<file path="config.mk">
export PLATFORM = sky130hd
export DESIGN_NAME = rotl_stepper_flat
export DESIGN_NICKNAME = d
export VERILOG_FILES = /design/src/rtl/rotl_stepper_if.sv /design/src/rtl/rotl_stepper.sv /design/src/flat_wrapper.sv
export SDC_FILE = /design/constraint.sdc
export NUM_CORES = 1
export LEC_CHECK = 0
export BUFFER_PORTS_ARGS = -buffer_cell sky130_fd_sc_hd__buf_4
export CORE_MARGIN = 4
export CORE_UTILIZATION = 40
export CTS_CLUSTER_SIZE = 8
export DETAILED_ROUTE_END_ITERATION = 16
export PLACE_DENSITY_LB_ADDON = 0.12
export RECOVER_POWER = 25
export SYNTH_ARGS = -nofsm -noshare
export SYNTH_HDL_FRONTEND = slang
export SYNTH_SLANG_ARGS = --single-unit
</file>
<file path="constraint.sdc">
create_clock -name clk -period 1.4 [get_ports clk]
set_input_delay 0.42 -clock clk [delete_from_list [all_inputs] [get_ports clk]]
set_output_delay 0.42 -clock clk [all_outputs]
set_load 0.02 [all_outputs]
</file>
<file path="src/rtl/rotl_stepper_if.sv">
// rotl_stepper_if: bundles the button/switch inputs and LED/status outputs
// of the rotate-left LED stepper.
//   br    raw push button (asynchronous, may bounce)
//   sw    rotate amount, SHW bits
//   ledr  current LED pattern, WIDTH bits
//   busy  rotation sequence in progress
//   done  one-cycle pulse when a press has been fully applied
// master: the side driving the button and switches (board / bench)
// slave : the stepper itself
interface rotl_stepper_if #(
  parameter int WIDTH = 8,
  parameter int SHW   = 3
);
  logic             br;
  logic [SHW-1:0]   sw;
  logic [WIDTH-1:0] ledr;
  logic             busy;
  logic             done;

  modport master (output br, sw, input ledr, busy, done);
  modport slave  (input br, sw, output ledr, busy, done);
endinterface

</file>
<file path="src/rtl/rotl_stepper.sv">
// rotl_stepper: left-rotating LED pattern register for the board demo.
// The raw button is synchronised through two flops and debounced; every
// clean 0->1 button level change rotates the pattern left by sw positions,
// one position per clock. A press with sw==0 reloads LOAD_VAL instead.
// Ports:
//   clk  system clock, rising edge
//   rst  asynchronous active-high reset
//   bus  rotl_stepper_if.slave (br, sw in; ledr, busy, done out)
module rotl_stepper #(
  parameter int               WIDTH     = 8,
  parameter int               SHW       = 3,
  parameter int               DB_CYCLES = 16,
  parameter logic [WIDTH-1:0] LOAD_VAL  = {{(WIDTH-1){1'b0}}, 1'b1}
) (
  input logic           clk,
  input logic           rst,
  rotl_stepper_if.slave bus
);

  localparam int CNT_W = $clog2(DB_CYCLES + 1);
  localparam logic [CNT_W-1:0] DB_LAST = CNT_W'(DB_CYCLES - 1);

  typedef enum logic {IDLE, SHIFT} state_t;

  function automatic logic [WIDTH-1:0] rotl1(input logic [WIDTH-1:0] v);
    return {v[WIDTH-2:0], v[WIDTH-1]};
  endfunction

  logic             br_p0;
  logic             br_p1;
  logic             lvl;
  logic [CNT_W-1:0] cnt;
  logic             press_p2;

  state_t           state;
  logic [SHW-1:0]   amt;
  logic [WIDTH-1:0] ledr_q;
  logic             busy_q;
  logic             done_q;

  // Stage p0/p1: two-flop synchroniser for the asynchronous button.
  // Stage p2: debounce. cnt counts consecutive cycles where the synchronised
  // button disagrees with the accepted level; any agreement restarts it.
  // press_p2 pulses for one cycle on an accepted 0->1 change only.
  always_ff @(posedge clk or posedge rst) begin
    if (rst) begin
      br_p0    <= 1'b0;
      br_p1    <= 1'b0;
      lvl      <= 1'b0;
      cnt      <= '0;
      press_p2 <= 1'b0;
    end else begin
      br_p0    <= bus.br;
      br_p1    <= br_p0;
      press_p2 <= 1'b0;
      if (br_p1 == lvl) begin
        cnt <= '0;
      end else if (cnt == DB_LAST) begin
        lvl      <= br_p1;
        cnt      <= '0;
        press_p2 <= br_p1;
      end else begin
        cnt <= cnt + 1'b1;
      end
    end
  end

  // Stage p3: rotate sequencer. amt is captured once per press, so switch
  // changes and further presses while shifting have no effect. done is set
  // on the same edge busy drops, so the two never overlap.
  always_ff @(posedge clk or posedge rst) begin
    if (rst) begin
      state  <= IDLE;
      amt    <= '0;
      ledr_q <= LOAD_VAL;
      busy_q <= 1'b0;
      done_q <= 1'b0;
    end else begin
      done_q <= 1'b0;
      case (state)
        IDLE: begin
          if (press_p2) begin
            if (bus.sw == '0) begin
              ledr_q <= LOAD_VAL;
              done_q <= 1'b1;
            end else begin
              amt    <= bus.sw;
              busy_q <= 1'b1;
              state  <= SHIFT;
            end
          end
        end
        SHIFT: begin
          ledr_q <= rotl1(ledr_q);
          amt    <= amt - SHW'(1);
          if (amt == SHW'(1)) begin
            state  <= IDLE;
            busy_q <= 1'b0;
            done_q <= 1'b1;
          end
        end
        default: state <= IDLE;
      endcase
    end
  end

  assign bus.ledr = ledr_q;
  assign bus.busy = busy_q;
  assign bus.done = done_q;

endmodule

</file>
<file path="src/flat_wrapper.sv">
// flat-port wrapper written by rule: the top's interface ports become plain ports
module rotl_stepper_flat 
#(
  parameter int               WIDTH     = 8,
  parameter int               SHW       = 3,
  parameter int               DB_CYCLES = 16,
  parameter logic [WIDTH-1:0] LOAD_VAL  = {{(WIDTH-1){1'b0}}, 1'b1}
)
  (clk, rst, bus_br, bus_sw, bus_ledr, bus_busy, bus_done);
  rotl_stepper_if #(.WIDTH(WIDTH), .SHW(SHW)) bus_i ();
  input logic clk;
  input logic rst;
  input wire logic [$bits(bus_i.br)-1:0] bus_br;
  input wire logic [$bits(bus_i.sw)-1:0] bus_sw;
  output wire logic [$bits(bus_i.ledr)-1:0] bus_ledr;
  output wire logic [$bits(bus_i.busy)-1:0] bus_busy;
  output wire logic [$bits(bus_i.done)-1:0] bus_done;
  assign bus_i.br = bus_br;
  assign bus_i.sw = bus_sw;
  assign bus_ledr = bus_i.ledr;
  assign bus_busy = bus_i.busy;
  assign bus_done = bus_i.done;
  rotl_stepper #(.WIDTH(WIDTH), .SHW(SHW), .DB_CYCLES(DB_CYCLES), .LOAD_VAL(LOAD_VAL)) u_core (.clk(clk), .rst(rst), .bus(bus_i));
endmodule
</file>
==> reports/metrics.cfg <==
[status]
outcome=complete, no violations

[timing]
post-route-min-period_ns=1.39
period_share=0.992
holdWs_ns=0.238
hold_viol=0
relSlewSlack=0.632
rsz0062_at_grt=true
setup-violations-final=0
clock.fmax_ghz=0.720
finClkSkew_ns=0.00281
tightest_slew_ns=0.552
finalMaxSlewViolations=0

[global_routing]
grt_start_max_net_pins=24
grt_pass1_vias=616
grt_pass1_wl_mm=2.84
grt.overflow.total=0
track_usage=0.108
antenna_found_initial=0

[cells_and_area]
multi_input_area_um2=359
drive_above_1_share=0.265
n_antenna_cell=0
fillers=216
seqCellArea_um2=577
area_delta_synth_final_pct=21.0
fin_nets=112

[setup_path]
slowest_delay_ns=0.56
cp_cell_sequence=buf_6
cp_slowest_cell=dfstp_2
start_kind=flop
path_delay_family=flip-flops
crit_buf_inv=1
endpoint_kind=primary output
crit_arrival_ns=0.97
cp.required_ns=0.98
criticalPathCategory=reg -> out
crit_fanout=2

[routing]
ant_nets=0
drt_iter0_drc=5
drc=0
wirelength_mm=1.65
routedWlPerCell_um=12.7
via_count=674
vias_per_cell=5.18
detailedRoute.firstPassIterationCount=4

[logic_synthesis]
synth_top_area_frac=0.571
yosys.area.top_type=dfrtp_1
synth.yosys.seq_area_share=0.598
synth_edf_count=0
syn_nets=89
postSynthAreaPerCell_um2=12.1
ys_warn_count=0
async_flop_share=1.00
synth_top_cells_by_area=dfrtp_1 57%, a22o_1 6.4%, ha_1 3.9%
ys_types=26
synth_most_common_cell=dfrtp_1
ys.flop_type=dfrtp_1
synth_area_um2=965
syn-instance-count=80
synth.top_cells.by_count=22 x dfrtp_1, 7 x a22o_1, 7 x o21ai_0, 5 x inv_1
synth_seq_cells=23

[die]
die_area_um2=3260
die_width_um=57.1
core-area_um2=2250
initial_utilization=0.428
rows=17
boundaryPins=16
die_h_um=57.1

[min_path]
hold_path.class=in -> async

[pwr]
p_comb_frac=0.090
internal-power_uw=847
switching_share=0.231
p_switching_uw=255
power.leakage_uw=0.000544
pwr-share-clk=0.269
powerDensity_nw_per_um2=944
ir_drop_uv=631
p_seq_frac=0.641
total_power_uw=1100

[cts]
cts_tree=built
clk_pin_slew_ns=0.12
cts_root_buffer=clkbuf_4
cts_max_level=1
clock_path_buffers=2
cts_buffers=3
clock_latency_ns=0.30
clock_sinks=23

[placement]
io_buffer_count=15
dp_hpwl_mm=1.22
gp_congestion=0.724

[run]
cap_violations=0

## layout make-up
| type | instances | share of cell area |
|---|---|---|
| inverters | 5 | 0.0161 |
| multi-input cells | 50 | 0.308 |
| repair buffers | 20 | 0.130 |
| well taps | 28 | 0.0300 |
| flip-flops and latches | 23 | 0.494 |
| clock buffers | 4 | 0.0225 |
## worst reg2reg max path, cell delays in order (launching register included)
cell	delay, ns
dfrtp_1	0.41
ha_1	0.18
nand3_1	0.10
nor2_1	0.15
mux2_2	0.35
## per-layer routing
| metal | wire (um) | GRT usage | vias to the layer above | part of all wire |
|---|---|---|---|---|
| met2 | 723 | 0.155 | 13 | 0.44 |
| li1 | - | - | 331 | - |
| met5 | 0 | 0 | - | 0 |
| met4 | 13 | 0.0397 | 0 | 0.0079 |
| met1 | 825 | 0.161 | 328 | 0.50 |
| met3 | 85 | 0.0226 | 2 | 0.052 |
## repair_timing
item                                    in CTS  in global routing
hold endpoints to repair                     0                  0
gates resized for setup                      1                  0
endpoints found under the setup margin       1                  1
hold buffers                                 0                  0
pin swaps                                    0                  0
setup buffers                                1                  0
## power groups by stage
| stage | combinational, uW | sequential, uW | clock (uW) |
|---|---|---|---|
| after global routing | 115 | 709 | 332 |
| after detailed placement | 99.3 | 718 | 0 |
| after CTS | 104 | 706 | 308 |
| final | 99.4 | 706 | 296 |
| after global placement | 94.7 | 718 | 0 |
| after floorplan | 57.2 | 718 | 0 |
## logic make-up after synthesis
group           share of synthesized area
simple gates                        0.130
mux                                0.0117
xor+xnor                           0.0272
flops                               0.598
buf+inv                            0.0298
compound gates                      0.165
fa+ha+maj                          0.0389
## flip-flops by register name, summed over array words and instances (netlist names)
register and cells:
u_core.bus.ledr 8, u_core.br_p0 1, u_core.state 1, u_core.amt 3, u_core.br_p1 1, u_core.bus.busy 1, u_core.cnt 5, u_core.press_p2 1
u_core.bus.done 1, u_core.lvl 1
## layout by cell type (no fill, tap or decap)
| cell type | netlist | final |
|---|---|---|
| mux2_2 | 1 | 1 |
| clkbuf_2 | 0 | 1 |
| inv_1 | 5 | 5 |
| nor2_2 | 1 | 1 |
| clkbuf_1 | 0 | 1 |
| nand3_1 | 2 | 2 |
| xnor2_1 | 3 | 3 |
| a21oi_1 | 3 | 3 |
| a211oi_1 | 1 | 1 |
| a2bb2oi_1 | 1 | 1 |
| buf_6 | 0 | 1 |
| ha_1 | 3 | 3 |
| o31ai_1 | 1 | 1 |
| o21ai_0 | 7 | 7 |
| nor2b_1 | 1 | 1 |
| a221oi_1 | 2 | 2 |
| nor2_1 | 4 | 4 |
| or2b_1 | 1 | 1 |
| nor4b_1 | 1 | 1 |
| dfrtp_1 | 22 | 22 |
| nand2_1 | 4 | 4 |
| a22o_1 | 7 | 7 |
| nand4b_1 | 1 | 1 |
| nor4b_4 | 1 | 1 |
| nor3_1 | 1 | 1 |
| dfstp_2 | 1 | 1 |
| a31oi_1 | 1 | 1 |
| clkbuf_4 | 0 | 5 |
| buf_4 | 0 | 16 |
| nand2b_1 | 3 | 3 |
## worst paths after layout
kind / start / endpoint / slack [ns] / depth (start not counted)
hold / removal: rst / u_core.press_p2$_DFF_PP0_ / 0.24 / 3
setup reg to reg: u_core.cnt[0]$_DFF_PP0_ / u_core.lvl$_DFFE_PP0P_ / 0.11 / 4
max in group asynchronous: rst / u_core.bus.ledr[0]$_DFFE_PP1P_ / 0.80 / 3
min in group clk: bus_br / u_core.br_p0$_DFF_PP0_ / 0.24 / 1
hold reg to reg: u_core.br_p0$_DFF_PP0_ / u_core.br_p1$_DFF_PP0_ / 0.37 / 0
setup / recovery: u_core.bus.ledr[0]$_DFFE_PP1P_ / bus_ledr[0] / 0.01 / 1
## per-stage QoR
| stage | TNS [ns] | setup WS, ns | cell area [um^2] | util | cells |
|---|---|---|---|---|---|
| 5_1_grt | -0.0207 | -0.0207 | 1170 | 0.518 | 130 |
| 3_5_place_dp | 0 | 0.0804 | 1130 | 0.502 | 125 |
| 2_1_floorplan | 0 | 0.135 | 965 | - | 80 |
| 4_1_cts | 0 | 0.00203 | 1170 | 0.519 | 130 |
| 6_report | 0 | 0.0113 | 1170 | 0.518 | 130 |
| 3_3_place_gp | 0 | 0.0809 | 1130 | 0.502 | 125 |
Power figures use the tool's default switching activity.
